$ cat src/rtl/fpmod_iter_pkg.sv
// Shared types and constants for the fixed-point modulo unit.
package fpmod_iter_pkg;

    typedef enum logic [2:0] {
        ST_IDLE = 3'd0,
        ST_LOAD = 3'd1,
        ST_DIV  = 3'd2,
        ST_FIX  = 3'd3,
        ST_DONE = 3'd4
    } state_e;

    localparam logic MODE_TRUNC = 1'b0;
    localparam logic MODE_FLOOR = 1'b1;

endpackage

$ cat src/rtl/fpmod_divstep.sv
// One combinational restoring-division step: shift in a dividend bit, subtract if it fits.
module fpmod_divstep #(
    parameter int unsigned W = 31
) (
    input  logic [W-1:0] r_in,
    input  logic         a_bit,
    input  logic [W-1:0] b,
    output logic [W-1:0] r_out,
    output logic         q_bit
);

    logic [W:0] trial;
    logic [W:0] diff;

    // r_in < b always holds, so both the restored and subtracted results fit in W bits
    always_comb begin
        trial = {r_in, a_bit};
        diff  = trial - {1'b0, b};
        q_bit = (trial >= {1'b0, b});
        r_out = q_bit ? diff[W-1:0] : trial[W-1:0];
    end

endmodule

$ cat src/rtl/fpmod_iter.sv
// Sign-magnitude fixed-point remainder/quotient using a bit-serial restoring divider.
module fpmod_iter
    import fpmod_iter_pkg::*;
#(
    parameter int unsigned N = 32,
    parameter int unsigned Q = 16
) (
    input  logic         clk,
    input  logic         rst,
    input  logic         start,
    input  logic         mode,
    input  logic [N-1:0] in_1,
    input  logic [N-1:0] in_2,
    output logic [N-1:0] rem,
    output logic [N-1:0] quo,
    output logic         busy,
    output logic         done,
    output logic         div_zero,
    output logic         quo_ovf
);

    localparam int unsigned M  = N - 1;
    localparam int unsigned I  = N - 1 - Q;
    localparam int unsigned CW = $clog2(M);

    state_e        state_q, state_d;
    logic [M-1:0]  a_q, a_d;
    logic [M-1:0]  b_q, b_d;
    logic [M-1:0]  r_q, r_d;
    logic [M-1:0]  q_q, q_d;
    logic [CW-1:0] cnt_q, cnt_d;
    logic          s1_q, s1_d;
    logic          s2_q, s2_d;
    logic          mode_q, mode_d;
    logic          dz_q, dz_d;
    logic [N-1:0]  rem_q, rem_d;
    logic [N-1:0]  quo_q, quo_d;
    logic          busy_q, busy_d;
    logic          done_q, done_d;
    logic          div_zero_q, div_zero_d;
    logic          quo_ovf_q, quo_ovf_d;

    logic [M-1:0]  step_r;
    logic          step_q;

    logic          floor_adj;
    logic [M-1:0]  rem_mag;
    logic          rem_sign;
    logic [N-1:0]  quo_sum;
    logic          quo_big;
    logic [I-1:0]  quo_mag;
    logic          quo_sign;

    fpmod_divstep #(.W(M)) u_step (
        .r_in  (r_q),
        .a_bit (a_q[M-1]),
        .b     (b_q),
        .r_out (step_r),
        .q_bit (step_q)
    );

    // Sign fix-up, floored adjustment and quotient saturation from the finished divide
    always_comb begin
        floor_adj = (mode_q == MODE_FLOOR) && (s1_q != s2_q) && (r_q != '0);
        rem_mag   = floor_adj ? (b_q - r_q) : r_q;
        rem_sign  = floor_adj ? s2_q : s1_q;
        quo_sum   = {1'b0, q_q} + N'(floor_adj);
        quo_big   = |quo_sum[N-1:I];
        quo_mag   = quo_big ? {I{1'b1}} : quo_sum[I-1:0];
        quo_sign  = floor_adj ? 1'b1 : (s1_q ^ s2_q);
    end

    // Next-state and register updates for the control FSM
    always_comb begin
        state_d    = state_q;
        a_d        = a_q;
        b_d        = b_q;
        r_d        = r_q;
        q_d        = q_q;
        cnt_d      = cnt_q;
        s1_d       = s1_q;
        s2_d       = s2_q;
        mode_d     = mode_q;
        dz_d       = dz_q;
        rem_d      = rem_q;
        quo_d      = quo_q;
        busy_d     = busy_q;
        done_d     = done_q;
        div_zero_d = div_zero_q;
        quo_ovf_d  = quo_ovf_q;

        unique case (state_q)
            ST_IDLE: begin
                if (start) begin
                    a_d     = in_1[M-1:0];
                    b_d     = in_2[M-1:0];
                    s1_d    = in_1[N-1];
                    s2_d    = in_2[N-1];
                    mode_d  = mode;
                    busy_d  = 1'b1;
                    state_d = ST_LOAD;
                end
            end
            ST_LOAD: begin
                if (b_q == '0) begin
                    dz_d    = 1'b1;
                    state_d = ST_FIX;
                end else begin
                    dz_d    = 1'b0;
                    r_d     = '0;
                    q_d     = '0;
                    cnt_d   = '0;
                    state_d = ST_DIV;
                end
            end
            ST_DIV: begin
                r_d   = step_r;
                q_d   = {q_q[M-2:0], step_q};
                a_d   = {a_q[M-2:0], 1'b0};
                cnt_d = cnt_q + CW'(1);
                if (cnt_q == CW'(M - 1)) begin
                    state_d = ST_FIX;
                end
            end
            ST_FIX: begin
                done_d  = 1'b1;
                state_d = ST_DONE;
                if (dz_q) begin
                    rem_d      = '0;
                    quo_d      = '0;
                    div_zero_d = 1'b1;
                    quo_ovf_d  = 1'b0;
                end else begin
                    rem_d      = {rem_sign & (|rem_mag), rem_mag};
                    quo_d      = {quo_sign & (|quo_mag), quo_mag, {Q{1'b0}}};
                    div_zero_d = 1'b0;
                    quo_ovf_d  = quo_big;
                end
            end
            ST_DONE: begin
                done_d  = 1'b0;
                busy_d  = 1'b0;
                state_d = ST_IDLE;
            end
            default: begin
                state_d = ST_IDLE;
            end
        endcase
    end

    // State and datapath registers with asynchronous active-low clear
    always_ff @(posedge clk or negedge rst) begin
        if (!rst) begin
            state_q    <= ST_IDLE;
            a_q        <= '0;
            b_q        <= '0;
            r_q        <= '0;
            q_q        <= '0;
            cnt_q      <= '0;
            s1_q       <= 1'b0;
            s2_q       <= 1'b0;
            mode_q     <= 1'b0;
            dz_q       <= 1'b0;
            rem_q      <= '0;
            quo_q      <= '0;
            busy_q     <= 1'b0;
            done_q     <= 1'b0;
            div_zero_q <= 1'b0;
            quo_ovf_q  <= 1'b0;
        end else begin
            state_q    <= state_d;
            a_q        <= a_d;
            b_q        <= b_d;
            r_q        <= r_d;
            q_q        <= q_d;
            cnt_q      <= cnt_d;
            s1_q       <= s1_d;
            s2_q       <= s2_d;
            mode_q     <= mode_d;
            dz_q       <= dz_d;
            rem_q      <= rem_d;
            quo_q      <= quo_d;
            busy_q     <= busy_d;
            done_q     <= done_d;
            div_zero_q <= div_zero_d;
            quo_ovf_q  <= quo_ovf_d;
        end
    end

    assign rem      = rem_q;
    assign quo      = quo_q;
    assign busy     = busy_q;
    assign done     = done_q;
    assign div_zero = div_zero_q;
    assign quo_ovf  = quo_ovf_q;

endmodule

$ cat config.mk
export PLATFORM = sky130hd
export DESIGN_NAME = fpmod_iter
export DESIGN_NICKNAME = d
export VERILOG_FILES = /design/src/rtl/fpmod_iter_pkg.sv /design/src/rtl/fpmod_divstep.sv /design/src/rtl/fpmod_iter.sv
export SDC_FILE = /design/constraint.sdc
export NUM_CORES = 1
export LEC_CHECK = 0
export CORE_ASPECT_RATIO = 1.1
export CORE_MARGIN = 2
export CORE_UTILIZATION = 40
export DETAILED_ROUTE_END_ITERATION = 16
export PLACE_DENSITY = 0.56
export SYNTH_ARGS = -nofsm -noshare
export SYNTH_HDL_FRONTEND = slang
export SYNTH_SLANG_ARGS = --single-unit
$ cat constraint.sdc
create_clock -name clk -period 12.3 [get_ports clk]
set_input_delay 2.46 -clock clk [delete_from_list [all_inputs] [get_ports clk]]
set_output_delay 2.46 -clock clk [all_outputs]
set_load 0.005 [all_outputs]
==> run_summary.xml <==
<?xml version="1.0" encoding="UTF-8"?>
<metrics>
  <group name="finish">
    <metric name="area_added_between_synthesis_and_finish" unit="%">16.34</metric>
    <metric name="num-nets-final" unit="">1573</metric>
    <metric name="fillerInstances" unit="">2880</metric>
    <metric name="antenna_cells_inserted" unit="">0</metric>
    <metric name="final_layout_size_suffix_gt1_share" unit="%">4.962</metric>
  </group>
  <group name="synth">
    <metric name="ys_async_sr_fraction" unit="%">100.0</metric>
    <metric name="ys_ff_latch" unit="">188</metric>
    <metric name="synth_largest_area_cell" unit="">sky130_fd_sc_hd__dfrtp_1</metric>
    <metric name="synth_top_area_share" unit="%">39.15</metric>
    <metric name="synth_warnings" unit="">0</metric>
    <metric name="syn_inst" unit="">1360</metric>
    <metric name="yosys_most_used_dff" unit="">sky130_fd_sc_hd__dfrtp_1</metric>
    <metric name="synth_top_cells_by_area" unit="">sky130_fd_sc_hd__dfrtp_1, sky130_fd_sc_hd__ha_1, sky130_fd_sc_hd__nand2_1</metric>
    <metric name="most_used_standard_cell_by_instance_count_after_synthesis" unit="">sky130_fd_sc_hd__nand2_1</metric>
    <metric name="synth_seq_area_share" unit="%">39.15</metric>
    <metric name="synthesis.area" unit="sq mm">0.01202</metric>
    <metric name="synth_cell_type_count" unit="">82</metric>
    <metric name="avgSynthCellArea" unit="sq um">8.837</metric>
    <metric name="count_of_flip_flops_with_a_built_in_enable_after_synthesis" unit="">0</metric>
    <metric name="synthTopCellsByCount" unit="">sky130_fd_sc_hd__nand2_1, sky130_fd_sc_hd__dfrtp_1, sky130_fd_sc_hd__o21ai_0, sky130_fd_sc_hd__inv_1, sky130_fd_sc_hd__ha_1</metric>
  </group>
  <group name="drt">
    <metric name="viasPerCell" unit="">5.659</metric>
    <metric name="drc" unit="">0</metric>
    <metric name="via_count" unit="">10330</metric>
    <metric name="drt_first_pass_iters" unit="">5</metric>
    <metric name="drt_wl_total" unit="microns">34080</metric>
    <metric name="initialDrtViolationCount" unit="">891</metric>
    <metric name="post_drt_antenna_nets" unit="">0</metric>
    <metric name="dr_wl_cell" unit="microns">18.67</metric>
  </group>
  <group name="critical_path">
    <metric name="arrival" unit="ps">5090</metric>
    <metric name="critical-path-max-stage-delay" unit="ps">750</metric>
    <metric name="criticalPathCategory" unit="">flop to flop</metric>
    <metric name="endpoint_kind" unit="">flop</metric>
    <metric name="required" unit="ps">12610</metric>
    <metric name="cp_max_fo" unit="">21</metric>
    <metric name="slowest_stage_cell_on_the_critical_path" unit="">sky130_fd_sc_hd__nor3_2</metric>
    <metric name="startpoint_type" unit="">flop</metric>
    <metric name="cp_cell_sequence" unit="">nor2_1 &gt; nand4_1 &gt; o31ai_2 &gt; or2_2 &gt; inv_2 &gt; ha_1 &gt; nand4_1 &gt; nor4_4 &gt; nand2_2 &gt; or3b_1 &gt; o41ai_1 &gt; o2111ai_1 &gt; nor3_2 &gt; nand2_1 &gt; a211oi_1 &gt; o41ai_1</metric>
  </group>
  <group name="timing">
    <metric name="report.final.hold_viol_count" unit="">0</metric>
    <metric name="final.hold.worst_slack" unit="ps">478.5</metric>
    <metric name="max_freq" unit="MHz">209.3</metric>
    <metric name="post-route-min-period" unit="ps">4777</metric>
    <metric name="final_setup_skew" unit="ps">17.97</metric>
    <metric name="report.final.setup_viol" unit="">0</metric>
    <metric name="timing.max_slew.rel_slack" unit="%">21.36</metric>
    <metric name="min_period_over_period" unit="%">38.84</metric>
    <metric name="timing_worst_slew_pin_value" unit="ps">1178</metric>
    <metric name="final_max_slew_viol_count" unit="">0</metric>
    <metric name="fin_setup_tns" unit="ps">0</metric>
    <metric name="final_critical_path_setup_slack" unit="ps">7523</metric>
    <metric name="rsz_0062_raised_after_global_routing" unit="">false</metric>
  </group>
  <group name="power_and_ir_drop">
    <metric name="p_per_area" unit="mW/mm^2">239.1</metric>
    <metric name="design_power" unit="uW">3343</metric>
    <metric name="power.ir.vdd_worst" unit="mV">0.1464</metric>
    <metric name="leakagePower" unit="uW">0.006269</metric>
  </group>
  <group name="clock_tree">
    <metric name="cts-buffers-inserted" unit="">17</metric>
    <metric name="post_cts_resize_count" unit="">0</metric>
    <metric name="clock_latency" unit="ps">460</metric>
    <metric name="tritoncts" unit="">done</metric>
    <metric name="ctsRootBufferMaster" unit="">sky130_fd_sc_hd__clkbuf_16</metric>
    <metric name="cts_post_setup_buffers_inserted" unit="">0</metric>
    <metric name="worst_setup_hold_path_clk_slew" unit="ps">80</metric>
    <metric name="cts_hold_repair.buffers" unit="">0</metric>
    <metric name="cts_sinks" unit="">188</metric>
    <metric name="cts-htree-levels" unit="">4</metric>
    <metric name="cts-root-to-sink-buffers" unit="">2</metric>
  </group>
  <group name="floorplan">
    <metric name="die_span_x" unit="microns">169.3</metric>
    <metric name="row_count" unit="">66</metric>
    <metric name="floorplan.initialDensity" unit="%">40.65</metric>
    <metric name="die_area" unit="sq mm">0.03145</metric>
    <metric name="core-area" unit="sq mm">0.02956</metric>
    <metric name="pin_count" unit="">136</metric>
    <metric name="die_h" unit="microns">185.8</metric>
  </group>
  <group name="outcome">
    <metric name="outcome" unit="">completed</metric>
  </group>
  <group name="global_routing">
    <metric name="vias_in_the_first_global_route" unit="">9975</metric>
    <metric name="globalRouteMet3Util" unit="%">3.551</metric>
    <metric name="grt_first_pass_wirelength" unit="microns">55000</metric>
    <metric name="groute.layer.met2.usage" unit="%">33.70</metric>
    <metric name="grt_max_degree" unit="">99</metric>
    <metric name="grt_antenna_before_repair" unit="">0</metric>
    <metric name="global_route.usage.met1" unit="%">32.90</metric>
    <metric name="globalRoute.totalOverflow" unit="">0</metric>
    <metric name="globalRouteTotalUtil" unit="%">22.29</metric>
    <metric name="grt-busiest-layer" unit="">met2</metric>
  </group>
  <group name="placed_design">
    <metric name="place_hpwl" unit="microns">24710</metric>
    <metric name="gp_congestion" unit="">0.9006</metric>
    <metric name="io_buffers" unit="">119</metric>
    <metric name="dpl_worst_slack" unit="ps">7513</metric>
  </group>
  <group name="hold_path">
    <metric name="hold_class" unit="">flop to flop</metric>
  </group>
  <group name="run">
    <metric name="max_cap_viol_count" unit="">0</metric>
  </group>
</metrics>
## flip-flops by register name (all words and copies together), names as in the netlist
name and flops:
a_q 31, b_q 31, busy 1, cnt_q 5, div_zero 1, done 1
dz_q 1, mode_q 1, q_q 31, quo 16, quo_ovf 1, r_q 31
rem 32, s1_q 1, s2_q 1, state_q 3
## area by class of cell
| class | count | area (sq um) | share of cell area, % |
|---|---|---|---|
| multi-input cells | 1020 | 6680 | 47.78 |
| flip-flops and latches | 188 | 4705 | 33.65 |
| repair buffers | 127 | 1255 | 8.976 |
| well taps | 374 | 467.9 | 3.347 |
| clock buffers | 17 | 425.4 | 3.043 |
| inverters | 84 | 315.3 | 2.255 |
| clock inverters | 15 | 132.6 | 0.9486 |
## critical path, delay by kind of cell (launching register included)
family	cells	cell delay, ps
adders and majority gates	1	310
buffers and inverters	1	420
DFF	1	510
AOI/OAI and AO/OA	5	680
and+or+nand+nor	9	2710
## through the flow
stage | cells | util [%] | cell area [sq um]
after detailed placement | 1793 | 45.40 | 13420
after floorplan | 1375 | - | 12070
final | 1825 | 47.29 | 13980
after global placement | 1793 | 45.40 | 13420
after global routing | 1825 | 47.29 | 13980
after CTS | 1825 | 47.29 | 13980
## power breakdown
group          switching (uW)  internal (uW)
Combinational            1130            733
Sequential                151            784
Clock                     279            266
## kinds of logic after synthesis
| group | Yosys count | synth area share, % |
|---|---|---|
| xor+xnor | 69 | 5.029 |
| flops | 188 | 39.15 |
| other cells | 1 | 0.03120 |
| buf+inv | 167 | 5.986 |
| mux | 25 | 2.134 |
| simple gates | 425 | 16.64 |
| fa+ha+maj | 67 | 7.100 |
| compound gates | 418 | 23.94 |
## worst paths after layout
kind / start / end / slack (ps) / cells after the start
max: r_q[10] / quo[31] / 7520 / 16
min: rem[15] / rem[15] / 480 / 2
max reg2reg: r_q[10] / quo[31] / 7520 / 16
min reg2reg: rem[15] / rem[15] / 480 / 2
max in group asynchronous: rst / q_q[1] / 9010 / 2
min in group asynchronous: rst / b_q[14] / 1960 / 1
## layout by cell type (no fill, tap or decap), drive strengths merged, types with 6 or more instances in the layout
master           n
a211oi          21
a21o            37
a21oi           55
a22o            39
a22oi           34
a31oi            8
a32oi            8
and2             6
and3             8
buf              8
clkbuf          18
clkdlybuf4s50  118
clkinv           6
conb            16
dfrtp          188
ha              65
inv             90
mux2i           20
nand2          205
nand2b          13
nand3           41
nand4           14
nor2            54
nor2b            9
nor3            27
nor4            18
o21a             8
o21ai          120
o21bai          11
o311ai          18
o31ai            9
or3              8
xnor2           45
xor2            24
## routing by layer
metal,vias to the layer above,part of all wire [%],routed length [microns]
met3,34,5.3,1814
met1,4953,50,16940
met2,290,43,14760
met4,0,1.7,567
met5,-,0,0
li1,5050,-,-
Power figures use the tool's default switching activity.
